$ cat config.mk
export PLATFORM = sky130hd
export DESIGN_NAME = keypad_divider_ctrl
export DESIGN_NICKNAME = d
export VERILOG_FILES = /design/src/rtl/kdc_pkg.sv /design/src/rtl/key_debouncer.sv /design/src/rtl/keypad_divider_ctrl.sv
export SDC_FILE = /design/constraint.sdc
export NUM_CORES = 1
export LEC_CHECK = 0
export BUFFER_PORTS_ARGS = -buffer_cell sky130_fd_sc_hd__buf_4
export CORE_MARGIN = 8
export CORE_UTILIZATION = 58
export DETAILED_ROUTE_END_ITERATION = 16
export GPL_ROUTABILITY_DRIVEN = 0
export PLACE_DENSITY = 0.78
export SYNTH_ARGS = -nofsm -noshare
export SYNTH_HDL_FRONTEND = slang
export SYNTH_SLANG_ARGS = --single-unit
$ cat constraint.sdc
create_clock -name clk_i -period 4.7 [get_ports clk_i]
set_clock_uncertainty 0.2 [all_clocks]
set_input_delay 0.47 -clock clk_i [delete_from_list [all_inputs] [get_ports clk_i]]
set_output_delay 0.47 -clock clk_i [all_outputs]
set_load 0.05 [all_outputs]
$ cat src/rtl/kdc_pkg.sv
// kdc_pkg: shared types, default division table and helpers for keypad_divider_ctrl.
//   kdc_state_e   - controller FSM states
//   DEF_DIV_TABLE - 12-TET half-period counts at 50 MHz, C4..D#5, truncated to 16 bits
//   clamp_div()   - maps a zero division factor to 1 so the divider never stalls
package kdc_pkg;

    typedef enum logic [1:0] {
        IDLE,
        LOAD,
        RUN
    } kdc_state_e;

    localparam int unsigned DEF_NUM_KEYS = 16;
    localparam int unsigned DEF_DIV_W    = 16;

    // Lower octave entries exceed 16 bits and wrap on truncation.
    localparam logic [DEF_DIV_W-1:0] DEF_DIV_TABLE [DEF_NUM_KEYS] = '{
        16'(95556), 16'(90193), 16'(85131), 16'(80353),
        16'(75843), 16'(71586), 16'(67568), 16'd63776,
        16'd60197,  16'd56818,  16'd53629,  16'd50619,
        16'd47778,  16'd45097,  16'd42566,  16'd40177
    };

    function automatic logic [31:0] clamp_div(input logic [31:0] v);
        return (v == 32'd0) ? 32'd1 : v;
    endfunction

endpackage

$ cat src/rtl/key_debouncer.sv
// key_debouncer: two-flop synchroniser followed by a whole-mask debouncer.
// A new mask is accepted into 'stable' only after it has been seen unchanged
// for DEBOUNCE_CYCLES consecutive cycles.
//   clk    in   system clock
//   rst_n  in   synchronous active-low reset
//   keys   in   raw key mask, asynchronous to clk
//   stable out  debounced key mask
module key_debouncer
    import kdc_pkg::*;
#(
    parameter int unsigned NUM_KEYS        = 16,
    parameter int unsigned DEBOUNCE_CYCLES = 1000
) (
    input  logic                clk,
    input  logic                rst_n,
    input  logic [NUM_KEYS-1:0] keys,
    output logic [NUM_KEYS-1:0] stable
);

    localparam int unsigned CntW = (DEBOUNCE_CYCLES > 1) ? $clog2(DEBOUNCE_CYCLES) : 1;
    localparam logic [CntW-1:0] CntMax = CntW'(DEBOUNCE_CYCLES - 1);

    logic [NUM_KEYS-1:0] sync1_q, sync2_q;
    logic [NUM_KEYS-1:0] cand_q, cand_d;
    logic [NUM_KEYS-1:0] stable_q, stable_d;
    logic [CntW-1:0]     cnt_q, cnt_d;

    always_comb begin
        cand_d   = cand_q;
        cnt_d    = cnt_q;
        stable_d = stable_q;
        if (sync2_q != cand_q) begin
            cand_d = sync2_q;
            cnt_d  = '0;
        end else if (cnt_q < CntMax) begin
            cnt_d = cnt_q + 1'b1;
        end else begin
            // Counter saturates here; stable keeps being refreshed from cand.
            stable_d = cand_q;
        end
    end

    always_ff @(posedge clk) begin
        if (!rst_n) begin
            sync1_q  <= '0;
            sync2_q  <= '0;
            cand_q   <= '0;
            cnt_q    <= '0;
            stable_q <= '0;
        end else begin
            sync1_q  <= keys;
            sync2_q  <= sync1_q;
            cand_q   <= cand_d;
            cnt_q    <= cnt_d;
            stable_q <= stable_d;
        end
    end

    assign stable = stable_q;

endmodule

$ cat src/rtl/keypad_divider_ctrl.sv
// keypad_divider_ctrl: debounces the keypad, picks the lowest pressed key and
// loads its division factor into the clock divider, holding the divider in
// reset for the load cycle so each note starts phase-clean.
//   clk_i          in   system clock
//   rst_ni         in   synchronous active-low reset
//   keys_i         in   raw key mask (1 = pressed), asynchronous
//   div_factor_o   out  division factor for the divider
//   div_rst_o      out  active-high divider reset
//   gate_o         out  note sounding
//   key_idx_o      out  index of the selected key
//   note_change_o  out  one-cycle pulse when a new note is loaded
module keypad_divider_ctrl
    import kdc_pkg::*;
#(
    parameter int unsigned NUM_KEYS        = 16,
    parameter int unsigned DIV_W           = 16,
    parameter int unsigned DEBOUNCE_CYCLES = 1000,
    parameter logic [DIV_W-1:0] DIV_TABLE [NUM_KEYS] = DEF_DIV_TABLE
) (
    input  logic                        clk_i,
    input  logic                        rst_ni,
    input  logic [NUM_KEYS-1:0]         keys_i,
    output logic [DIV_W-1:0]            div_factor_o,
    output logic                        div_rst_o,
    output logic                        gate_o,
    output logic [$clog2(NUM_KEYS)-1:0] key_idx_o,
    output logic                        note_change_o
);

    localparam int unsigned IdxW = $clog2(NUM_KEYS);

    logic [NUM_KEYS-1:0] stable;
    logic [IdxW-1:0]     sel_idx;
    logic                sel_valid;

    kdc_state_e      state_q, state_d;
    logic [DIV_W-1:0] div_factor_q, div_factor_d;
    logic [IdxW-1:0]  key_idx_q, key_idx_d;
    logic             div_rst_q, div_rst_d;
    logic             gate_q, gate_d;
    logic             note_change_q, note_change_d;

    key_debouncer #(
        .NUM_KEYS       (NUM_KEYS),
        .DEBOUNCE_CYCLES(DEBOUNCE_CYCLES)
    ) u_debouncer (
        .clk   (clk_i),
        .rst_n (rst_ni),
        .keys  (keys_i),
        .stable(stable)
    );

    // Lowest set bit wins: scan downwards so the last hit is the lowest index.
    always_comb begin
        sel_idx = '0;
        for (int i = NUM_KEYS - 1; i >= 0; i--) begin
            if (stable[i]) begin
                sel_idx = IdxW'(i);
            end
        end
    end

    assign sel_valid = |stable;

    // Outputs are registered from the next state so they line up with it.
    always_comb begin
        state_d       = state_q;
        div_factor_d  = div_factor_q;
        key_idx_d     = key_idx_q;
        div_rst_d     = 1'b1;
        gate_d        = 1'b0;
        note_change_d = 1'b0;

        unique case (state_q)
            IDLE: if (sel_valid) state_d = LOAD;
            LOAD: state_d = RUN;
            RUN: begin
                if (!sel_valid) begin
                    state_d = IDLE;
                end else if (sel_idx != key_idx_q) begin
                    state_d = LOAD;
                end
            end
            default: state_d = IDLE;
        endcase

        case (state_d)
            LOAD: begin
                div_factor_d  = DIV_W'(clamp_div(32'(DIV_TABLE[sel_idx])));
                key_idx_d     = sel_idx;
                note_change_d = 1'b1;
            end
            RUN: begin
                div_rst_d = 1'b0;
                gate_d    = 1'b1;
            end
            default: ;
        endcase
    end

    always_ff @(posedge clk_i) begin
        if (!rst_ni) begin
            state_q       <= IDLE;
            div_factor_q  <= DIV_W'(1);
            key_idx_q     <= '0;
            div_rst_q     <= 1'b1;
            gate_q        <= 1'b0;
            note_change_q <= 1'b0;
        end else begin
            state_q       <= state_d;
            div_factor_q  <= div_factor_d;
            key_idx_q     <= key_idx_d;
            div_rst_q     <= div_rst_d;
            gate_q        <= gate_d;
            note_change_q <= note_change_d;
        end
    end

    assign div_factor_o  = div_factor_q;
    assign key_idx_o     = key_idx_q;
    assign div_rst_o     = div_rst_q;
    assign gate_o        = gate_q;
    assign note_change_o = note_change_q;

endmodule

==> qor_table.md <==
| Group | Parameter | Value |
|---|---|---|
| clock network | Resize count post-CTS | 0 |
| cells and area | Ratio of cells with drive above 1 in the final layout | 15.0% |
| drt | Routed wire length | 8.57 mm |
| critical path | Classification of the worst setup path | register to register |
| logic synthesis | Ys flop type | dfxtp_1 |
| grt | Global-route wire length before repair | 14.3 mm |
| grt | Number of global-route vias before repair | 3035 |
| floorplan | Full die area | 10200 um2 |
| drt | Detailed-router iteration count before antenna repair | 4 |
| clock network | Number of clock sinks | 99 |
| clock network | Maximum buffer depth of the clock tree | 2 |
| clock network | Root buffer cell | clkbuf_8 |
| drt | DRC | 0 |
| clock network | Htree depth | 3 |
| logic synthesis | Total nets after synthesis | 472 |
| drt | Count of routing violations after the opening detailed-route iteration | 185 |
| sta | Final-layout setup total negative slack | 0 ns |
| logic synthesis | Average footprint of a synthesized cell | 9.41 um2 |
| logic synthesis | Number of instances in the synthesized netlist | 445 |
| logic synthesis | Flops & latches, synth | 99 |
| place | Detail Placement HPWL | 6.05 mm |
| critical path | WP buf/inv | 1 |
| floorplan | Number of top-level pins | 41 |
| drt | Total vias in the final route | 3251 |
| place | Count of placed standard cells including taps | 564 |
| logic synthesis | Largest cells by area after synthesis | dfxtp_1 47%, and2_1 7.2%, mux2i_1 5.5% |
| grt | Maximum number of pins on one net before global-route repair | 57 |
| critical path | Maximum single-stage delay on the critical path | 0.47 ns |
| critical path | Worst Setup Start Kind | register |
| min path | Class of the tightest hold or removal check | input pin to register |
| critical path | Nature of the critical path endpoint | register |
| logic synthesis | Number of enable flip-flop cells after synthesis | 0 |
| power | Leakage power | 0.00180 uW |
| sta | Clock period minus worst slack | 3.69 ns |
| cells and area | Antenna diode count | 0 |
| grt | Aggregate global-route resource usage | 17.5% |
| sta | Tightest slew margin relative to the limit | 35.9% |
| logic synthesis | Sequential-to-total area share from yosys stat | 47.3% |
| drt | Wire per inst | 14.8 um |
| logic synthesis | Mapped cell area | 4190 um2 |
| critical path | Top fanout value on the critical path | 7 |
| floorplan | # rows | 31 |
| status | Result of the run | finished clean |
| logic synthesis | Async set-reset flop share out of synthesis | 0% |
| cells and area | Filler cells | 606 |
| critical path | WP data required | 4.80 ns |
| cells and area | Final non-filler cell total | 580 |
| critical path | Family with the most delay on the worst path | compound AO/OA/AOI/OAI gates |
| place | Number of buffers added on ports | 40 |
| clock network | TritonCTS clock tree | built |
| logic synthesis | Total number of yosys warnings | 0 |
| logic synthesis | Area share of the leading cell type in the synthesized netlist | 47.3% |
| sta | Max Transition Viols Final | 0 |
| drt | Routed vias/inst | 5.61 |
| power | Maximum vdd drop | 0.222 mV |
| sta | Period utilization | 78.6% |
| floorplan | Core region area | 7140 um2 |
| flow run | Maximum Capacitance Violations | 0 |
| grt | Initial antenna violation count | 0 |
| drt | Routed Antenna Nets | 0 |
| clock network | Worst-path clk slew | 0.10 ns |
| sta | Unrepaired setup endpoints after global routing | no |
| clock network | Total clock buffers created by CTS | 9 |
| logic synthesis | Cell type with the largest total area after synthesis | dfxtp_1 |
| floorplan | Horizontal extent of the die | 101 um |
| sta | Endpoints failing hold | 0 |
| critical path | Data arrival time of the worst path | 3.79 ns |
| cells and area | Final non-filler cell area | 4750 um2 |
| cells and area | Layout Nets | 503 |
| clock network | Latest clock arrival within the worst-skew pair | 0.37 ns |
| place | Total cell area at the placement stage | 4530 um2 |
| sta | Final setup violation count | 0 |
| clock network | Post-CTS Setup Inserts | 0 |
| floorplan | Starting density of the core | 58.7% |
| floorplan | Floorplan die height | 101 um |
| grt | Global route overflow | 0 |
| clock network | Number of buffers added to fix hold violations after cts | 0 |
| sta | Achievable clock frequency | 271 MHz |
| sta | Slew @ Worst Pin | 0.958 ns |
| cells and area | Area Growth Syn to Fin | 13.3% |
| critical path | Slowest stage cell, crit path | or4_1 |
| logic synthesis | Cell variety after synth | 57 |
| power | Power per cell area | 313 nW/um2 |
| critical path | Cell breakdown of the critical path | nand2b_1 -> a221oi_1 -> o41a_1 -> nor2_1 -> inv_1 -> ha_1 -> mux2i_1 -> o22ai_1 -> a2111oi_0 -> nand3_1 -> or4_1 -> a31oi_1 |
[layout make-up]
type | instances | area, um2 | area share [%]
flip-flops and latches | 99 | 1980 | 41.8
inverters | 9 | 33.8 | 0.712
well taps | 99 | 124 | 2.61
repair buffers | 43 | 323 | 6.80
clock buffers | 9 | 124 | 2.61
multi-input cells | 314 | 2070 | 43.6
clock inverters | 7 | 92.6 | 1.95
[worst paths after layout]
| check | startpoint | endpoint | slack (ns) | cells past startpoint |
|---|---|---|---|---|
| max | u_debouncer.stable[14] | div_factor_o[0] | 1.01 | 12 |
| min | keys_i[4] | u_debouncer.sync1_q[4] | 0.1 | 2 |
| max reg2reg | u_debouncer.stable[14] | div_factor_o[0] | 1.01 | 12 |
| min reg2reg | u_debouncer.sync1_q[2] | u_debouncer.sync2_q[2] | 0.24 | 1 |
[synth_stat cells (4+ instances only)]
cell type  count
o21ai_0       13
and2_1        48
xnor2_1       18
a21oi_1       24
nor2_1        47
nor3_1        11
o21a_1         4
a31oi_1        5
nand4_1        7
inv_1          8
nor4_1         6
ha_1           9
dfxtp_1       99
mux2i_1       23
clkbuf_1      18
a211oi_1       8
xor2_1         7
or4_1          4
nand2_1       18
nand3_1       12
[state kept, by name, indices dropped and copies added (netlist names)]
| register | count |
|---|---|
| div_factor_o | 16 |
| div_rst_o | 1 |
| gate_o | 1 |
| key_idx_o | 4 |
| note_change_o | 1 |
| state_q | 2 |
| u_debouncer.cand_q | 16 |
| u_debouncer.cnt_q | 10 |
| u_debouncer.stable | 16 |
| u_debouncer.sync1_q | 16 |
| u_debouncer.sync2_q | 16 |
[layer usage]
metal	track usage (%)	up-vias	wire (um)
met1	21.3	1500	3870
met5	0	-	0
li1	-	1622	-
met4	8.48	0	209
met3	4.49	21	528
met2	28.0	108	3960
[placed cells by master, fill, tap and decap left out, types with 3 or more instances in the layout]
| cell | n |
|---|---|
| ha_1 | 9 |
| dfxtp_1 | 99 |
| or3_2 | 3 |
| xnor2_1 | 18 |
| a211oi_1 | 8 |
| xor2_1 | 7 |
| a311oi_1 | 3 |
| nand2_1 | 18 |
| nor2_1 | 47 |
| clkbuf_8 | 9 |
| nor3_1 | 11 |
| nand4_1 | 7 |
| o21a_1 | 4 |
| and2_1 | 48 |
| or4_1 | 4 |
| buf_4 | 43 |
| nor4_1 | 6 |
| a21boi_0 | 3 |
| a31oi_1 | 5 |
| a21oi_1 | 24 |
| o211a_1 | 3 |
| o21ai_0 | 13 |
| inv_1 | 8 |
| nand3_1 | 12 |
| mux2i_1 | 23 |
[cells by family after synthesis]
group	share of synthesized area, %
xor+xnor	5.23
buf+inv	3.32
simple gates	21.6
fa+ha+maj	2.69
flops	47.3
compound gates	13.9
mux	6.03
[metrics by stage]
step / hold WS (ns) / power, uW / setup WS (ns) / util (%)
after global routing: 0.0759 / 1540 / 0.694 / 66.5
after CTS: 0.0869 / 1490 / 1.04 / 66.5
final: 0.0999 / 1480 / 1.01 / 66.5
after detailed placement: 0.218 / 930 / 1.07 / 63.5
after global placement: 0.214 / 927 / 1.20 / 63.5
after floorplan: 0.212 / 911 / 1.32 / -
[where the power goes]
part / internal (uW) / switching (uW)
sequential: 855 / 7.71
combinational: 25.5 / 20.7
clock: 260 / 315
Note: power is estimated with default switching activity, not from simulation.
